### src/rtl/xilinx_pcie_dma_rd_sched.sv
// PCIe DMA read scheduler: splits one host read into MRRS-sized memory-read
// requests, caps requests in flight and reports each accepted request to the
// completion path.
// Build option: define DMA_RD_4K_SPLIT_EN to also stop requests at 4 KB
// address boundaries; without it chunks are limited by MRRS and length only.
module xilinx_pcie_dma_rd_sched #(
    parameter int unsigned P_MAX_OUTSTANDING = 8,
    parameter int unsigned P_CNT_WIDTH       = 4,
    parameter int unsigned P_XFER_LEN_WIDTH  = 20
) (
    input  logic                        i_clk,
    input  logic                        i_rst,
    input  logic                        start,
    input  logic [31:0]                 xfer_addr,
    input  logic [P_XFER_LEN_WIDTH-1:0] xfer_len_dw,
    input  logic [2:0]                  cfg_mrrs,
    input  logic                        cpl_done,
    output logic [31:0]                 dma_read_addr,
    output logic [9:0]                  dma_read_len,
    output logic                        dma_read_valid,
    input  logic                        dma_read_done,
    input  logic [7:0]                  current_tag,
    output logic                        issued_valid,
    output logic [7:0]                  issued_tag,
    output logic [31:0]                 issued_addr,
    output logic [10:0]                 issued_len,
    output logic                        busy,
    output logic                        xfer_done,
    output logic [P_CNT_WIDTH-1:0]      outstanding
);

    typedef enum logic [2:0] {
        S_IDLE,
        S_CALC,
        S_THROTTLE,
        S_ISSUE,
        S_WAIT_LOW,
        S_DRAIN
    } state_t;

    localparam logic [P_CNT_WIDTH-1:0] C_MAX = P_CNT_WIDTH'(P_MAX_OUTSTANDING);

    state_t                      state_q, state_d;
    logic [31:0]                 addr_q, addr_d;
    logic [P_XFER_LEN_WIDTH-1:0] rem_q, rem_d;
    logic [10:0]                 chunk_q, chunk_d;
    logic [7:0]                  tag_q, tag_d;
    logic [P_CNT_WIDTH-1:0]      cnt_q, cnt_d;
    logic                        valid_q, valid_d;
    logic                        iss_valid_q, iss_valid_d;
    logic [7:0]                  iss_tag_q, iss_tag_d;
    logic [31:0]                 iss_addr_q, iss_addr_d;
    logic [10:0]                 iss_len_q, iss_len_d;
    logic                        busy_q, busy_d;
    logic                        done_q, done_d;

    logic [2:0]                  mrrs_sel;
    logic [10:0]                 mrrs_dw;
    logic [10:0]                 chunk_calc;
`ifdef DMA_RD_4K_SPLIT_EN
    logic [10:0]                 dw_to_4k;
`endif
    logic                        accept;
    logic                        cpl_ok;

    // Size of the next request: remaining length capped by MRRS (and the 4 KB page edge when enabled).
    always_comb begin
        mrrs_sel = (cfg_mrrs > 3'd5) ? 3'd5 : cfg_mrrs;
        mrrs_dw  = 11'd32 << mrrs_sel;
        if (32'(rem_q) < 32'(mrrs_dw)) begin
            chunk_calc = 11'(rem_q);
        end else begin
            chunk_calc = mrrs_dw;
        end
`ifdef DMA_RD_4K_SPLIT_EN
        dw_to_4k = 11'd1024 - {1'b0, addr_q[11:2]};
        if (dw_to_4k < chunk_calc) begin
            chunk_calc = dw_to_4k;
        end
`endif
    end

    assign accept = (state_q == S_ISSUE) && dma_read_done;
    assign cpl_ok = cpl_done && (cnt_q != '0);

    // Next-state, datapath and registered-output logic for the request sequencer.
    always_comb begin
        state_d     = state_q;
        addr_d      = addr_q;
        rem_d       = rem_q;
        chunk_d     = chunk_q;
        tag_d       = tag_q;
        valid_d     = 1'b0;
        iss_valid_d = 1'b0;
        iss_tag_d   = iss_tag_q;
        iss_addr_d  = iss_addr_q;
        iss_len_d   = iss_len_q;
        busy_d      = busy_q;
        done_d      = 1'b0;

        case ({accept, cpl_ok})
            2'b10:   cnt_d = cnt_q + P_CNT_WIDTH'(1);
            2'b01:   cnt_d = cnt_q - P_CNT_WIDTH'(1);
            default: cnt_d = cnt_q;
        endcase

        case (state_q)
            S_IDLE: begin
                if (start) begin
                    if (xfer_len_dw != '0) begin
                        addr_d  = xfer_addr & ~32'h3;
                        rem_d   = xfer_len_dw;
                        busy_d  = 1'b1;
                        state_d = S_CALC;
                    end else begin
                        done_d = 1'b1;
                    end
                end
            end
            S_CALC: begin
                chunk_d = chunk_calc;
                if (cnt_q == C_MAX) begin
                    state_d = S_THROTTLE;
                end else begin
                    tag_d   = current_tag;
                    valid_d = 1'b1;
                    state_d = S_ISSUE;
                end
            end
            S_THROTTLE: begin
                if (cnt_q < C_MAX) begin
                    tag_d   = current_tag;
                    valid_d = 1'b1;
                    state_d = S_ISSUE;
                end
            end
            S_ISSUE: begin
                if (dma_read_done) begin
                    iss_valid_d = 1'b1;
                    iss_tag_d   = tag_q;
                    iss_addr_d  = addr_q;
                    iss_len_d   = chunk_q;
                    addr_d      = addr_q + {19'b0, chunk_q, 2'b00};
                    rem_d       = rem_q - P_XFER_LEN_WIDTH'(chunk_q);
                    state_d     = S_WAIT_LOW;
                end else begin
                    valid_d = 1'b1;
                end
            end
            S_WAIT_LOW: begin
                // Holding here until the TX flag drops keeps a long done level from issuing twice.
                if (!dma_read_done) begin
                    state_d = (rem_q != '0) ? S_CALC : S_DRAIN;
                end
            end
            S_DRAIN: begin
                if (cnt_q == '0) begin
                    done_d  = 1'b1;
                    busy_d  = 1'b0;
                    state_d = S_IDLE;
                end
            end
            default: begin
                state_d = S_IDLE;
            end
        endcase
    end

    // State and output registers with synchronous reset.
    always_ff @(posedge i_clk) begin
        if (i_rst) begin
            state_q     <= S_IDLE;
            addr_q      <= '0;
            rem_q       <= '0;
            chunk_q     <= '0;
            tag_q       <= '0;
            cnt_q       <= '0;
            valid_q     <= 1'b0;
            iss_valid_q <= 1'b0;
            iss_tag_q   <= '0;
            iss_addr_q  <= '0;
            iss_len_q   <= '0;
            busy_q      <= 1'b0;
            done_q      <= 1'b0;
        end else begin
            state_q     <= state_d;
            addr_q      <= addr_d;
            rem_q       <= rem_d;
            chunk_q     <= chunk_d;
            tag_q       <= tag_d;
            cnt_q       <= cnt_d;
            valid_q     <= valid_d;
            iss_valid_q <= iss_valid_d;
            iss_tag_q   <= iss_tag_d;
            iss_addr_q  <= iss_addr_d;
            iss_len_q   <= iss_len_d;
            busy_q      <= busy_d;
            done_q      <= done_d;
        end
    end

    assign dma_read_addr  = addr_q;
    assign dma_read_len   = chunk_q[9:0];
    assign dma_read_valid = valid_q;
    assign issued_valid   = iss_valid_q;
    assign issued_tag     = iss_tag_q;
    assign issued_addr    = iss_addr_q;
    assign issued_len     = iss_len_q;
    assign busy           = busy_q;
    assign xfer_done      = done_q;
    assign outstanding    = cnt_q;

endmodule

### config.mk
export PLATFORM = sky130hd
export DESIGN_NAME = xilinx_pcie_dma_rd_sched
export DESIGN_NICKNAME = d
export VERILOG_FILES = /design/src/rtl/xilinx_pcie_dma_rd_sched.sv
export SDC_FILE = /design/constraint.sdc
export NUM_CORES = 1
export LEC_CHECK = 0
export CAP_MARGIN = 30
export CORE_MARGIN = 1
export CORE_UTILIZATION = 30
export DETAILED_ROUTE_END_ITERATION = 8
export SLEW_MARGIN = 20
export SYNTH_ARGS = -nofsm -noshare
export SYNTH_HDL_FRONTEND = slang
export SYNTH_SLANG_ARGS = --single-unit
### constraint.sdc
create_clock -name i_clk -period 5.35 [get_ports i_clk]
set_clock_uncertainty 0.1 [all_clocks]
set_input_delay 1.3375 -clock i_clk [delete_from_list [all_inputs] [get_ports i_clk]]
set_output_delay 1.3375 -clock i_clk [all_outputs]
set_load 0.02 [all_outputs]
==> flow_summary_export.csv, run 1 <==
group,metric,value,unit
job,drv_cap,0,
logic_synthesis,syn_inst,941,
logic_synthesis,synth_top_family_by_area,"simple AND/OR/NAND/NOR gates",
layout,fill_cells,2418,
setup_path,criticalPathCategory,"in2reg",
global_routing,grt_busiest_layer,"met2",
logic_synthesis,synth_adder_area_share,6.12,%
power_and_ir_drop,leakagePower,3.45,nW
sta,tightest_slew,899,ps
global_routing,use_met1,25.4,%
sta,fin_crit_sh,70.6,%
logic_synthesis,yosysSeqAreaShare,35.3,%
layout,fin_area,9720,sq um
setup_path,regToRegSetupSlack,2220,ps
setup_path,crit_arrival,3960,ps
status,status,"completed",
clocking,post_cts_resized,0,
clocking,cts_tree,"done",
power_and_ir_drop,vdd_drop_max,225,uV
setup_path,rr_endpoint,"dma_read_addr[28]",
global_routing,grt_pass1_vias,6706,
layout,drive_above_1_share,6.03,%
global_routing,grt_max_degree,72,
routing,post-route-drc-count,0,
logic_synthesis,async_flop_share,0,%
routing,wire_per_inst,17.2,um
placement,io_buffers,162,
logic_synthesis,synth_mux_area_share,2.07,%
layout,area_growth,32.9,%
logic_synthesis,ys.flop_type,"dfxtp_1",
clocking,post-cts-setup-buffers,0,
placement,dp_hpwl,16800,um
layout,mostFrequentLayoutCell,"nand2_1",
clocking,postCtsHoldBufs,0,
die,fp.coreArea,23700,sq um
sta,finalMaxSlewViolations,0,
layout,fin_nets,1167,
sta,max_freq,265,MHz
power_and_ir_drop,power_density,361,nW/um^2
layout,ff_latch_area,2580,sq um
global_routing,grt_antenna_before_repair,0,
logic_synthesis,synth-edff-count,0,
logic_synthesis,ys_warn_count,0,
logic_synthesis,synth_simple_gate_area_share,24.3,%
routing,drt_iter0_markers,534,
die,die_h,158,um
die,pin_count,169,
placement,dpl_cell_area,9090,sq um
clocking,htree_levels,4,
clocking,root_buffer,"clkbuf_16",
sta,slew_headroom,39.9,%
logic_synthesis,synthesis.area,7310,sq um
placement,finalWeightedCongestion,0.853,
clocking,clockBufferDepth,2,
setup_path,path_max_fanout,22,
logic_synthesis,synth_xor_area_share,1.92,%
logic_synthesis,ys_seq_elements,129,
setup_path,reg2regPathDepth,9,
hold_path,hold_path_class,"reg2reg",
die,row_count,56,
routing,vias,7337,
sta,final.setup.tns,0,ps
layout,multi_input_area,4290,sq um
hold_path,min-delay-start,"issued_addr[18]",
sta,final_hold_viol_count,0,
die,start_util,30.9,%
routing,routed_wirelength,24000,um
logic_synthesis,synth_compound_area_share,24.0,%
clocking,clk-insertion-delay-late,420,ps
routing,drtPass1Iterations,4,
sta,rsz0062_at_grt,"no",
setup_path,cp-start-kind,"input port",
logic_synthesis,avgSynthCellArea,7.77,sq um
clocking,cts.sinks,129,
global_routing,grt.met3_usage,3.50,%
die,die-area,25000,sq um
global_routing,grt_pass1_wl,36700,um
clocking,clkTransAtPathRegs,60,ps
global_routing,gr-usage-met2,31.5,%
sta,period_needed,3780,ps
routing,vias_per_cell,5.25,
global_routing,gr-total-overflow,0,
setup_path,cp-endpoint,"rem_q[9]",
layout,antennaDiodeCount,0,
die,dieWidth,158,um
setup_path,end_kind,"flip-flop",
routing,ant_nets,0,
sta,setup-violations-final,0,
setup_path,cp.required,5540,ps
setup_path,r2r-start,"chunk_q[0]",
setup_path,crit_path_start,"dma_read_done",
global_routing,grt.total_usage,19.2,%
logic_synthesis,synthDistinctLibCells,76,
clocking,cts_buffers,17,
layout,layout_common_cells,"166 x nand2_1, 161 x clkdlybuf4s50_1, 129 x dfxtp_1",
[Yosys cell counts, types with 4 or more instances]
| cell | number | area share, % |
|---|---|---|
| a211oi_1 | 14 | 1.4 |
| a21o_1 | 8 | 0.82 |
| a21oi_1 | 100 | 6.8 |
| a22o_1 | 5 | 0.60 |
| a22oi_1 | 8 | 0.82 |
| a311oi_1 | 4 | 0.48 |
| a31o_2 | 4 | 0.48 |
| a31oi_1 | 21 | 1.8 |
| a32o_1 | 4 | 0.55 |
| a32oi_1 | 4 | 0.48 |
| and2_1 | 8 | 0.68 |
| and3_1 | 11 | 0.94 |
| and4_1 | 5 | 0.60 |
| buf_1 | 8 | 0.41 |
| buf_2 | 8 | 0.55 |
| buf_4 | 15 | 1.5 |
| clkbuf_1 | 40 | 2.1 |
| dfxtp_1 | 129 | 35 |
| ha_1 | 31 | 5.3 |
| inv_1 | 31 | 1.6 |
| mux2i_1 | 14 | 1.9 |
| nand2_1 | 166 | 8.5 |
| nand2b_1 | 9 | 0.77 |
| nand3_1 | 33 | 2.3 |
| nand3b_1 | 5 | 0.51 |
| nand4_1 | 11 | 0.94 |
| nor2_1 | 68 | 3.5 |
| nor2b_1 | 4 | 0.34 |
| nor3_1 | 13 | 0.89 |
| nor3b_1 | 4 | 0.41 |
| nor4_1 | 12 | 1.0 |
| o211ai_1 | 12 | 1.2 |
| o21a_1 | 7 | 0.72 |
| o21ai_0 | 29 | 2.0 |
| o311ai_0 | 4 | 0.48 |
| o41ai_1 | 4 | 0.48 |
| or3_1 | 10 | 0.86 |
| or4_1 | 7 | 0.72 |
| xnor2_1 | 8 | 0.96 |
| xor2_1 | 8 | 0.96 |
[kinds of logic after synthesis]
logic type,count (synthesis)
AO/OA/AOI/OAI,265
XOR/XNOR,16
adder cells (fa/ha/maj),34
buffers and inverters,104
flip-flops,129
multiplexers,15
other,1
AND/OR/NAND/NOR,377
[registers in the layout (all words and copies together) (netlist names)]
| name | flops |
|---|---|
| dma_read_addr | 30 |
| issued_addr | 30 |
| rem_q | 20 |
| chunk_q | 11 |
| issued_len | 11 |
| issued_tag | 8 |
| tag_q | 8 |
| outstanding | 4 |
| state_q | 3 |
| busy | 1 |
| dma_read_valid | 1 |
| issued_valid | 1 |
| xfer_done | 1 |
[critical path: stages]
cell             delay, ps
clkdlybuf4s50_1        690
and3_1                 230
o21ba_2                310
o21a_1                 730
nand2_1                330
o221ai_1               270
a21oi_1                 60
[through the flow]
step           util, %  std cells  total power [mW]  hold WS [ps]  worst slack [ps]
2_1_floorplan        -        944              1.92           332              1910
3_3_place_gp      38.4       1365              2.26           338              1160
3_5_place_dp      38.4       1365              2.27           343              1140
4_1_cts           41.0       1397              3.53           354              1580
5_1_grt           41.0       1397              3.70           370              1390
6_report          41.0       1397              3.51           351              1570
[where the power goes]
part,switching [mW],internal [mW],leakage (nW)
registers,0.138,1.05,1.05
clock network,0.463,0.790,0.298
logic,0.621,0.448,2.10
[cell type report]
type	count	area share, %
multi-input cells	711	44.1
flip-flops and latches	129	26.6
repair buffers	173	17.5
clock buffers	18	4.52
well taps	319	4.11
clock inverters	14	1.93
inverters	33	1.27
[metal layers]
layer  share of wire (%)  routed length (um)  up-vias
met5                   0                   0        -
met1                  46               11000     3454
met2                  47               11400      230
met4                 1.5                 350        0
li1                    -                   -     3626
met3                 5.4                1290       27
[how the worst min path moves through the flow]
stage,end,slack [ps],depth (start not counted)
CTS,issued_addr[10],350,2
finish,issued_addr[18],350,2
global placement,issued_tag[2],340,2
detailed placement,issued_tag[6],340,2
global route,issued_addr[13],370,2
floorplan,issued_tag[0],330,2
(Power assumes the default switching activity.)
==> run 2: changes to the inputs <==
==> constraint.sdc (replaced) <==
create_clock -name i_clk -period 3.05 [get_ports i_clk]
set_clock_uncertainty 0.1 [all_clocks]
set_input_delay 0.7625 -clock i_clk [delete_from_list [all_inputs] [get_ports i_clk]]
set_output_delay 0.7625 -clock i_clk [all_outputs]
set_load 0.02 [all_outputs]
==> flow_summary_export.csv, run 2 (synthesis gave the netlist of run 1 again) <==
group,metric,value,unit
placement,io_buffers,162,
global_routing,grt_max_degree,60,
clocking,cts_tree,"done",
clocking,post-cts-setup-buffers,0,
global_routing,grt_antenna_before_repair,0,
status,status,"completed",
layout,fin_nets,1221,
sta,rsz0062_at_grt,"yes",
die,row_count,56,
global_routing,grt.total_usage,20.2,%
sta,finalMaxSlewViolations,0,
power_and_ir_drop,p_seq_share,32.9,%
layout,fin_area,10100,sq um
die,pin_count,169,
placement,dp_hpwl,17700,um
job,drv_cap,0,
power_and_ir_drop,p_int,4.03,mW
sta,max_freq,339,MHz
hold_path,whs_path_depth,2,
routing,wire_per_inst,17.1,um
routing,vias_per_cell,5.21,
hold_path,worst_hold_path.endpoint,"issued_tag[6]",
routing,post-route-drc-count,0,
clocking,clockBufferDepth,2,
layout,drive_above_1_share,10.5,%
clocking,clk-insertion-delay-late,430,ps
power_and_ir_drop,power_frac_clock,34.4,%
power_and_ir_drop,leakagePower,3.72,nW
sta,fin_crit_sh,96.6,%
power_and_ir_drop,power_switching,2.22,mW
placement,finalWeightedCongestion,0.873,
layout,mostFrequentLayoutCell,"nand2_1",
die,die_h,158,um
die,dieWidth,158,um
power_and_ir_drop,pwr-share-comb,32.7,%
setup_path,criticalPathCategory,"in2reg",
routing,routed_wirelength,24800,um
setup_path,crit_arrival,3170,ps
clocking,root_buffer,"clkbuf_16",
global_routing,grt_pass1_wl,38800,um
power_and_ir_drop,power_density,616,nW/um^2
setup_path,cp-start-kind,"input port",
die,die-area,25000,sq um
sta,period_needed,2950,ps
routing,drtPass1Iterations,5,
sta,setup-violations-final,0,
power_and_ir_drop,switching_share,35.5,%
layout,antennaDiodeCount,0,
routing,vias,7561,
setup_path,regToRegSetupSlack,170,ps
clocking,htree_levels,4,
clocking,postCtsHoldBufs,0,
sta,final_hold_viol_count,0,
setup_path,end_kind,"flip-flop",
routing,drt_iter0_markers,575,
die,start_util,30.9,%
layout,area_growth,38.7,%
setup_path,rr_endpoint,"dma_read_addr[28]",
clocking,cts.sinks,129,
hold_path,min-delay-start,"tag_q[6]",
clocking,clkTransAtPathRegs,60,ps
layout,fin_util,42.8,%
power_and_ir_drop,vdd_drop_max,370,uV
layout,layout_common_cells,"166 x nand2_1, 161 x clkdlybuf4s50_1, 129 x dfxtp_1",
clocking,cts_buffers,17,
setup_path,cp.required,3270,ps
placement,dpl_cell_area,9540,sq um
global_routing,gr-total-overflow,0,
routing,ant_nets,0,
sta,slew_headroom,46.5,%
die,fp.coreArea,23700,sq um
sta,tightest_slew,800,ps
setup_path,path_max_fanout,6,
global_routing,grt_pass1_vias,7094,
clocking,post_cts_resized,0,
setup_path,reg2regPathDepth,10,
hold_path,hold_path_class,"reg2reg",
setup_path,r2r-start,"dma_read_addr[2]",
run 2: worst max-delay path: stages:
cell and delay, ps:
clkdlybuf4s50_1 470, or3b_2 480, ha_1 290, o21a_1 160
o211ai_1 160, a21oi_1 110, a2111o_2 440, mux2i_1 140
o21a_1 160
run 2: how the worst max path moves through the flow:
stage,from,endpoint,slack (ps),depth (start not counted)
2_1_floorplan,cfg_mrrs[2],chunk_q[6],180,8
3_3_place_gp,cfg_mrrs[1],chunk_q[6],-380,9
3_5_place_dp,cfg_mrrs[1],chunk_q[7],-400,9
4_1_cts,cfg_mrrs[1],chunk_q[7],50,9
5_1_grt,dma_read_addr[2],dma_read_addr[24],-80,9
6_report,cfg_mrrs[1],chunk_q[7],100,9
run 2: metal layers:
layer / GRT usage (%) / vias up / share of wire (%) / routed length, um
met5: 0 / - / 0 / 0
met3: 3.39 / 26 / 5.3 / 1310
met2: 33.0 / 251 / 47 / 11600
met1: 26.8 / 3534 / 46 / 11400
li1: - / 3750 / - / -
met4: 6.91 / 0 / 1.8 / 446
run 2: cell type report:
| cell class | count | area, sq um |
|---|---|---|
| clock buffer | 17 | 425 |
| clock inverter | 15 | 183 |
| fill | 2456 | 13500 |
| inverter | 33 | 124 |
| multi-input combinational | 711 | 4290 |
| sequential | 129 | 2580 |
| tap | 319 | 399 |
| timing repair buffer | 227 | 2140 |
run 2: metrics by stage:
stage | std cells | hold WS, ps | total power, mW | TNS, ps | worst slack (ps)
after global placement | 1419 | 339 | 4.09 | -3520 | -378
after detailed placement | 1419 | 345 | 4.11 | -3940 | -400
after CTS | 1451 | 355 | 6.26 | 0 | 45.7
after floorplan | 944 | 332 | 3.36 | 0 | 181
final | 1451 | 351 | 6.25 | 0 | 103
after global routing | 1451 | 367 | 6.58 | -152 | -82.2
run 2: power groups by stage:
stage                     combinational, mW  clock, mW  sequential, mW
after global routing                   2.25       2.25            2.08
after detailed placement               2.02          0            2.09
final                                  2.04       2.15            2.06
after floorplan                        1.27          0            2.10
after global placement                 2.01          0            2.09
after CTS                              2.04       2.17            2.05
